===== config.mk =====
export PLATFORM = sky130hd
export DESIGN_NAME = psum_collector
export DESIGN_NICKNAME = d
export VERILOG_FILES = /design/src/rtl/psum_collector.sv
export SDC_FILE = /design/constraint.sdc
export NUM_CORES = 2
export LEC_CHECK = 0
export CORE_MARGIN = 2
export CORE_UTILIZATION = 40
export CTS_BUF_LIST = sky130_fd_sc_hd__clkbuf_16
export DETAILED_ROUTE_END_ITERATION = 10
export PLACE_DENSITY = 0.69
export SLEW_MARGIN = 20
export SYNTH_ARGS = -nofsm -noshare
export SYNTH_HDL_FRONTEND = slang
export SYNTH_SLANG_ARGS = --single-unit

===== constraint.sdc =====
create_clock -name clk -period 4.35 [get_ports clk]
set_input_delay 1.305 -clock clk [delete_from_list [all_inputs] [get_ports clk]]
set_output_delay 1.305 -clock clk [all_outputs]
set_load 0.03 [all_outputs]

===== src/rtl/psum_collector.sv =====
// psum_collector: drains one PE's partial-sum FIFO, accumulates num_ch words
// per 3x6 tile, requantizes each of the 18 sums to int8 and streams them out.
module psum_collector #(
    parameter int PSUM_WIDTH = 24,
    parameter int ACC_WIDTH  = PSUM_WIDTH + 4,
    parameter int CNT_WIDTH  = 8
) (
    input  logic                     clk,
    input  logic                     rst,
    input  logic                     start_i,
    input  logic [CNT_WIDTH-1:0]     num_ch_i,
    input  logic [CNT_WIDTH-1:0]     num_tiles_i,
    input  logic [4:0]               shift_i,
    input  logic                     relu_en_i,
    input  logic [18*PSUM_WIDTH-1:0] fifo_dout_i,
    input  logic                     fifo_empty_i,
    output logic                     fifo_rd_en_o,
    output logic [7:0]               act_o,
    output logic                     act_valid_o,
    input  logic                     act_ready_i,
    output logic                     busy_o,
    output logic                     done_o
);

    localparam int N_ELEM = 18;

    // DONE is a one-cycle state so that a start coinciding with done_o is ignored.
    typedef enum logic [2:0] {
        S_IDLE    = 3'd0,
        S_FETCH   = 3'd1,
        S_CAPTURE = 3'd2,
        S_OUTPUT  = 3'd3,
        S_DONE    = 3'd4
    } state_t;

    localparam logic signed [ACC_WIDTH-1:0] SAT_MAX = ACC_WIDTH'(127);
    localparam logic signed [ACC_WIDTH-1:0] SAT_MIN = ACC_WIDTH'(-128);

    state_t                 state_q, state_d;
    logic [CNT_WIDTH-1:0]   ch_cnt_q, ch_cnt_d;
    logic [CNT_WIDTH-1:0]   tile_cnt_q, tile_cnt_d;
    logic [4:0]             idx_q, idx_d;
    logic [CNT_WIDTH-1:0]   num_ch_q, num_ch_d;
    logic [CNT_WIDTH-1:0]   num_tiles_q, num_tiles_d;
    logic [4:0]             shift_q, shift_d;
    logic                   relu_q, relu_d;
    logic [ACC_WIDTH-1:0]   acc_q [N_ELEM];
    logic [ACC_WIDTH-1:0]   acc_d [N_ELEM];

    logic                   last_ch_s;
    logic                   last_tile_s;
    logic                   last_idx_s;
    logic                   accept_s;

    // Arithmetic shift (floor), optional ReLU, then saturate to int8.
    function automatic logic [7:0] requant(input logic [ACC_WIDTH-1:0] x,
                                           input logic [4:0]           sh,
                                           input logic                 relu);
        logic signed [ACC_WIDTH-1:0] y;
        logic [7:0]                  r;
        y = $signed(x) >>> sh;
        if (relu && y[ACC_WIDTH-1]) begin
            y = '0;
        end else begin
            y = y;
        end
        if (y > SAT_MAX) begin
            r = 8'h7f;
        end else if (y < SAT_MIN) begin
            r = 8'h80;
        end else begin
            r = y[7:0];
        end
        return r;
    endfunction

    assign last_ch_s   = (ch_cnt_q == (num_ch_q - CNT_WIDTH'(1)));
    assign last_tile_s = (tile_cnt_q == (num_tiles_q - CNT_WIDTH'(1)));
    assign last_idx_s  = (idx_q == 5'd17);
    assign accept_s    = (state_q == S_OUTPUT) && act_ready_i;

    // State and datapath registers with synchronous reset.
    always_ff @(posedge clk) begin
        if (rst) begin
            state_q     <= S_IDLE;
            ch_cnt_q    <= '0;
            tile_cnt_q  <= '0;
            idx_q       <= 5'd0;
            num_ch_q    <= CNT_WIDTH'(1);
            num_tiles_q <= CNT_WIDTH'(1);
            shift_q     <= 5'd0;
            relu_q      <= 1'b0;
            for (int i = 0; i < N_ELEM; i++) begin
                acc_q[i] <= '0;
            end
        end else begin
            state_q     <= state_d;
            ch_cnt_q    <= ch_cnt_d;
            tile_cnt_q  <= tile_cnt_d;
            idx_q       <= idx_d;
            num_ch_q    <= num_ch_d;
            num_tiles_q <= num_tiles_d;
            shift_q     <= shift_d;
            relu_q      <= relu_d;
            for (int i = 0; i < N_ELEM; i++) begin
                acc_q[i] <= acc_d[i];
            end
        end
    end

    // Next-state logic of the control FSM.
    always_comb begin
        state_d = state_q;
        case (state_q)
            S_IDLE: begin
                if (start_i) state_d = S_FETCH;
                else         state_d = S_IDLE;
            end
            S_FETCH: begin
                if (!fifo_empty_i) state_d = S_CAPTURE;
                else               state_d = S_FETCH;
            end
            S_CAPTURE: begin
                if (last_ch_s) state_d = S_OUTPUT;
                else           state_d = S_FETCH;
            end
            S_OUTPUT: begin
                if (accept_s && last_idx_s) begin
                    if (last_tile_s) state_d = S_DONE;
                    else             state_d = S_FETCH;
                end else begin
                    state_d = S_OUTPUT;
                end
            end
            S_DONE:  state_d = S_IDLE;
            default: state_d = S_IDLE;
        endcase
    end

    // Config latch, counters and accumulator updates.
    always_comb begin
        ch_cnt_d    = ch_cnt_q;
        tile_cnt_d  = tile_cnt_q;
        idx_d       = idx_q;
        num_ch_d    = num_ch_q;
        num_tiles_d = num_tiles_q;
        shift_d     = shift_q;
        relu_d      = relu_q;
        for (int i = 0; i < N_ELEM; i++) begin
            acc_d[i] = acc_q[i];
        end
        case (state_q)
            S_IDLE: begin
                if (start_i) begin
                    num_ch_d    = (num_ch_i == '0) ? CNT_WIDTH'(1) : num_ch_i;
                    num_tiles_d = (num_tiles_i == '0) ? CNT_WIDTH'(1) : num_tiles_i;
                    shift_d     = shift_i;
                    relu_d      = relu_en_i;
                    ch_cnt_d    = '0;
                    tile_cnt_d  = '0;
                    idx_d       = 5'd0;
                end else begin
                    ch_cnt_d = ch_cnt_q;
                end
            end
            S_CAPTURE: begin
                // First channel word loads, later ones add with natural wrap.
                for (int i = 0; i < N_ELEM; i++) begin
                    if (ch_cnt_q == '0) begin
                        acc_d[i] = ACC_WIDTH'($signed(fifo_dout_i[i*PSUM_WIDTH +: PSUM_WIDTH]));
                    end else begin
                        acc_d[i] = acc_q[i] + ACC_WIDTH'($signed(fifo_dout_i[i*PSUM_WIDTH +: PSUM_WIDTH]));
                    end
                end
                if (last_ch_s) begin
                    idx_d = 5'd0;
                end else begin
                    ch_cnt_d = ch_cnt_q + CNT_WIDTH'(1);
                end
            end
            S_OUTPUT: begin
                if (accept_s) begin
                    if (last_idx_s) begin
                        idx_d = 5'd0;
                        if (!last_tile_s) begin
                            tile_cnt_d = tile_cnt_q + CNT_WIDTH'(1);
                            ch_cnt_d   = '0;
                        end else begin
                            tile_cnt_d = tile_cnt_q;
                        end
                    end else begin
                        idx_d = idx_q + 5'd1;
                    end
                end else begin
                    idx_d = idx_q;
                end
            end
            default: begin
                idx_d = idx_q;
            end
        endcase
    end

    // Outputs decoded from registered state; rd_en also gated by FIFO empty.
    always_comb begin
        fifo_rd_en_o = (state_q == S_FETCH) && !fifo_empty_i;
        act_valid_o  = (state_q == S_OUTPUT);
        busy_o       = (state_q != S_IDLE);
        done_o       = (state_q == S_DONE);
        if (state_q == S_OUTPUT) begin
            act_o = requant(acc_q[idx_q], shift_q, relu_q);
        end else begin
            act_o = 8'd0;
        end
    end

endmodule


### Word level (Yosys, flattened, before mapping)

Memories as Yosys holds them, arrays and structs flattened. A register that Yosys moved wholly into a read port is not among the register bits.
Index checks and enable logic that the tools add are counted.

* flip-flop bits (word level): 46
* bits in latches: 0
* memory bits (writable): 504
* bits in read-only memories: 0
* input bits: 459
* output and inout bits: 12
* memories kept: 1

* $add $sub $neg: 23
* multipliers: 0
* divide/modulo/power cells: 0
* $lt $le $gt $ge: 2
* equal/unequal tests: 13
* shift-type cells: 1
* multiplexer cells: 70
* bitwise gates (word level): 18
* reduce and logical (&&, ||, !) cells: 16

Memories
* acc_q: depth 18, bits a word 28, rd ports 19, clocked after memory_dff 1, write ports 18, line 47 `logic [ACC_WIDTH-1:0] acc_q [N_ELEM];`

Operator list (number)
* 28-bit two-way mux: 38
* 28-bit adder: 18
* 504-bit two-way mux: 1
* 8-bit two-way mux: 13
* 5-bit two-way mux: 6
* 28-bit by 8-bit greater-than comparator with 1-bit output (second input constant): 1
* 28-bit by 8-bit < comparator with 1-bit output (second input constant): 1
* 28-bit by 5-bit >>> shifter with 28-bit output: 1
* 8-bit logical NOT: 3
* 8-bit case mux with 3 select lines: 1
* 1-bit OR: 18
* 8-bit by 1-bit adder with 8-bit output (second input constant): 2
* 8-bit == test: 2
* 8-bit case mux with 2 select lines: 1
* 8-bit by 1-bit subtractor with 8-bit output (second input constant): 2
* 5-bit case mux with 3 select lines: 1
* 3-bit case mux with 4 select lines: 1
* 2-bit inequality test (second input constant): 4
* 3-bit by 2-bit == test with 1-bit output (second input constant): 2
* 3-bit two-way mux: 2
* 6-bit AND reduction: 1
* 3-bit nonzero test: 2
* 5-bit by 1-bit adder with 5-bit output (second input constant): 1
* 5-bit == test (second input constant): 1
* 12 further kinds: 20

### Depth between registers and ports, before layout

* depth after elaboration: 8
* mapped depth: 18
* depth with buffers taken out: 14

### Worst setup path before layout

Ideal clock, no wire load.

* kind: reg-to-output
* from: register with a tool-made name
* to: output act_o[1]
* data arrival time: 3.339 ns
* data required time: 3.045 ns
* slack: -0.294 ns
* stages on the path, launching flop included: 16
* buffers on the path: 5
* cell sequence: dfxtp_1 > buf_6 > buf_12 > buf_12 > buf_8 > buf_4 > a2bb2oi_1 > a32oi_1 > o211ai_2 > o211ai_1 > a211o_1 > a21o_1 > a2111oi_0 > a31oi_1 > o31ai_1 > nor2b_1

RTL lines
* end: declaration: line 18 `output logic [7:0] act_o,`

==> metrics.txt <==
status=complete, but fails checks; violated checks=negative setup slack; synth-to-layout area growth=36.58%; H-tree depth=3; Data required, critical path=3.04 ns; Post-Route WL=231,700 um; Global Route Usage Sum=32.91%; Slew Limit Fails=0; Nets=9,438; Setup violations, final=7; Yosys cell types=104; Max Fclk=0.1713 GHz; post-synthesis sequential area ratio=20.98%; top_reg_cell synth=dfxtp_1; Worst-Skew Late Latency=0.70 ns; Pleak=31.08 nW; Core ar.=131,500 sq um; Port Buffers=470; Avg Cell Area, Syn=7.576 sq um; First-pass DRT Iterations=6; Mapped Nets=7,961; via count=61,410; I/O pin cnt=471; Critical Path Most Common Cell=buf_4; CP endpoint kind=primary output; Slowest-stage cell, CP=mux4_2; highest cell delay on the worst timing path=0.61 ns; Slew HR=22.86%; crit path cell chain=buf_4 > buf_8 > mux4_2 > a22o_1 > a21oi_1 > o221a_2 > buf_4 > a211o_1 > o311a_4 > buf_4 > nand4_1 > and4bb_2 > a31oi_4 > o31a_1 > buf_12; Die X=367.9 um; slew at the pin closest to its max-slew limit=1.157 ns; top cell type's share of synthesized area=20.98%; dpl hpwl=179,700 um; dominant cells by area after synthesis=dfxtp_1, ha_1, nand2_1; Power Density=260.9 nW/um^2; unrepaired setup endpoints after global routing=yes; Final GP Congestion=1.034; Max-cap violations=0; crit-path max FO=9; total grt overflow=0; setup TNS=-9.949 ns; Worst Setup Start Kind=register; count leader, synth=nand2_1; Num CTS Buffers=77; first-pass GRT wire length=347,100 um; Final min period=5.838 ns; clock skew=0.04209 ns; WL/cell=22.52 um; CP delay by family, top=compound AO/OA/AOI/OAI gates; fin util=55.02%; critical path class=register to primary output; number of global-route vias before repair=57,800; Initial Utilization=40.29%; CTS tree=yes; mapped cell area=52,960 sq um; final worst slack=-1.488 ns; largest net degree at the start of global routing=173; final hold vios=0; post-route ant nets=0; worst-case clock buffer depth=3; Clk pin slew, worst setup/hold paths=0.06 ns; part of the cycle the worst path needs=134.2%; Peak supply drop=0.2681 mV; cells after synthesis=6,991; Seq cells post-synth=555; First DRT Iteration DRCs=6,004; Die Height=367.9 um; vias per cell=5.970; area leader, netlist=dfxtp_1; initial antenna violation count=21; die area=135,300 sq um; number of synthesized flops with an enable pin=0; # DRC=0; ys async rst share=0%; ratio of cells with drive above 1 in the final layout=20.23%; Worst Path Arrival=4.53 ns; Buffers & Inverters on Critical Path=5; FP Rows=133; Synth top cells by count=nand2_1, nor2_1, a21oi_1; Sink Count=555; HP Class=register to register; CTS Root Cell=clkbuf_16; Synth Warn #=0
[per-layer routing]
metal / vias up / global-route usage, % / share of wire [%]
li1: 29030 / - / -
met1: 29250 / 42.33 / 41
met2: 2576 / 52.05 / 44
met3: 542 / 6.229 / 8.4
met4: 14 / 17.42 / 6.1
met5: - / 0 / 0.038
[layout make-up]
cell class | instances | area (sq um)
clock inverter | 50 | 399.1
sequential | 555 | 11120
clock buffer | 78 | 1952
timing repair buffer | 1783 | 15450
fill | 12180 | 59130
inverter | 147 | 554.3
tap | 1755 | 2196
antenna | 15 | 37.54
multi-input combinational | 5904 | 40620
[final timing paths]
path	from	endpoint	slack (ns)	cells after the start
worst max register to register	acc_q[0][4]	acc_q[0][27]	0.69	12
worst max-delay path	register	act_o[6]	-1.49	15
worst min register to register	num_ch_q[7]	num_ch_q[7]	0.47	2
worst min-delay path	num_ch_q[7]	num_ch_q[7]	0.47	2
[state kept, by name (all words and copies together) (netlist names), named ones only]
name and count:
acc_q 504, ch_cnt_q 8, num_ch_q 8, num_tiles_q 8, tile_cnt_q 8, idx_q 5
shift_q 5, state_q 3, relu_q 1
[through the flow]
stage / total power [mW] / instance area [sq um] / setup slack (ns) / std cells / hold WS (ns)
final: 18.87 / 72340 / -1.488 / 10290 / 0.4659
after global placement: 12.12 / 68450 / -1.192 / 10100 / 0.4649
after floorplan: 9.280 / 53000 / -0.1583 / 6991 / 0.4441
after detailed placement: 12.22 / 68450 / -1.202 / 10100 / 0.4630
after global routing: 19.67 / 72310 / -1.587 / 10280 / 0.4966
after CTS: 18.70 / 71700 / -1.508 / 10260 / 0.4699
[power by group]
group / total, mW / internal [mW] / switching [mW]
Combinational: 6.84 / 3.28 / 3.56
Clock: 6.28 / 3.63 / 2.66
Sequential: 5.75 / 5.36 / 0.391
[tightest hold or removal path, stage by stage (launching register included)]
cell and delay [ns]:
dfxtp_1 0.31, nand2_1 0.05, a21oi_1 0.05
[cell families (layout without fill, tap and decap cells)]
family | Yosys count | in the layout | share of synthesized area (%)
buf+inv | 532 | 2058 | 4.309
compound gates | 2181 | 2181 | 27.48
flops | 555 | 555 | 20.98
simple gates | 2586 | 2586 | 22.32
mux | 255 | 255 | 6.454
xor+xnor | 371 | 371 | 6.135
fa+ha+maj | 511 | 511 | 12.33
other cells | 0 | 15 | 0
[cells in the final DEF (no fill, tap or decap), types with 68 or more instances in the layout]
| master | n |
|---|---|
| xor2_1 | 102 |
| or3_1 | 68 |
| o21a_1 | 83 |
| dfxtp_1 | 550 |
| mux2i_1 | 151 |
| a311oi_1 | 211 |
| a21o_1 | 118 |
| buf_4 | 1237 |
| a31oi_1 | 94 |
| o21ai_0 | 393 |
| ha_1 | 492 |
| o211ai_1 | 87 |
| nand2_1 | 873 |
| nor2_1 | 762 |
| a21oi_1 | 558 |
| inv_1 | 157 |
| nor3_1 | 191 |
| xnor2_1 | 269 |
| nand2b_1 | 71 |
| clkdlybuf4s50_1 | 460 |
| nand3_1 | 192 |
| clkbuf_16 | 78 |
| a211oi_1 | 176 |
[what timing repair did]
action	4_1_cts	5_1_grt
gates resized for setup	130	105
endpoints found under the hold margin	0	0
cloned	2	0
setup endpoints to repair	10	38
hold buffers	0	0
buffers inserted	31	12
pin swaps	39	37
Power figures use the tool's default switching activity.
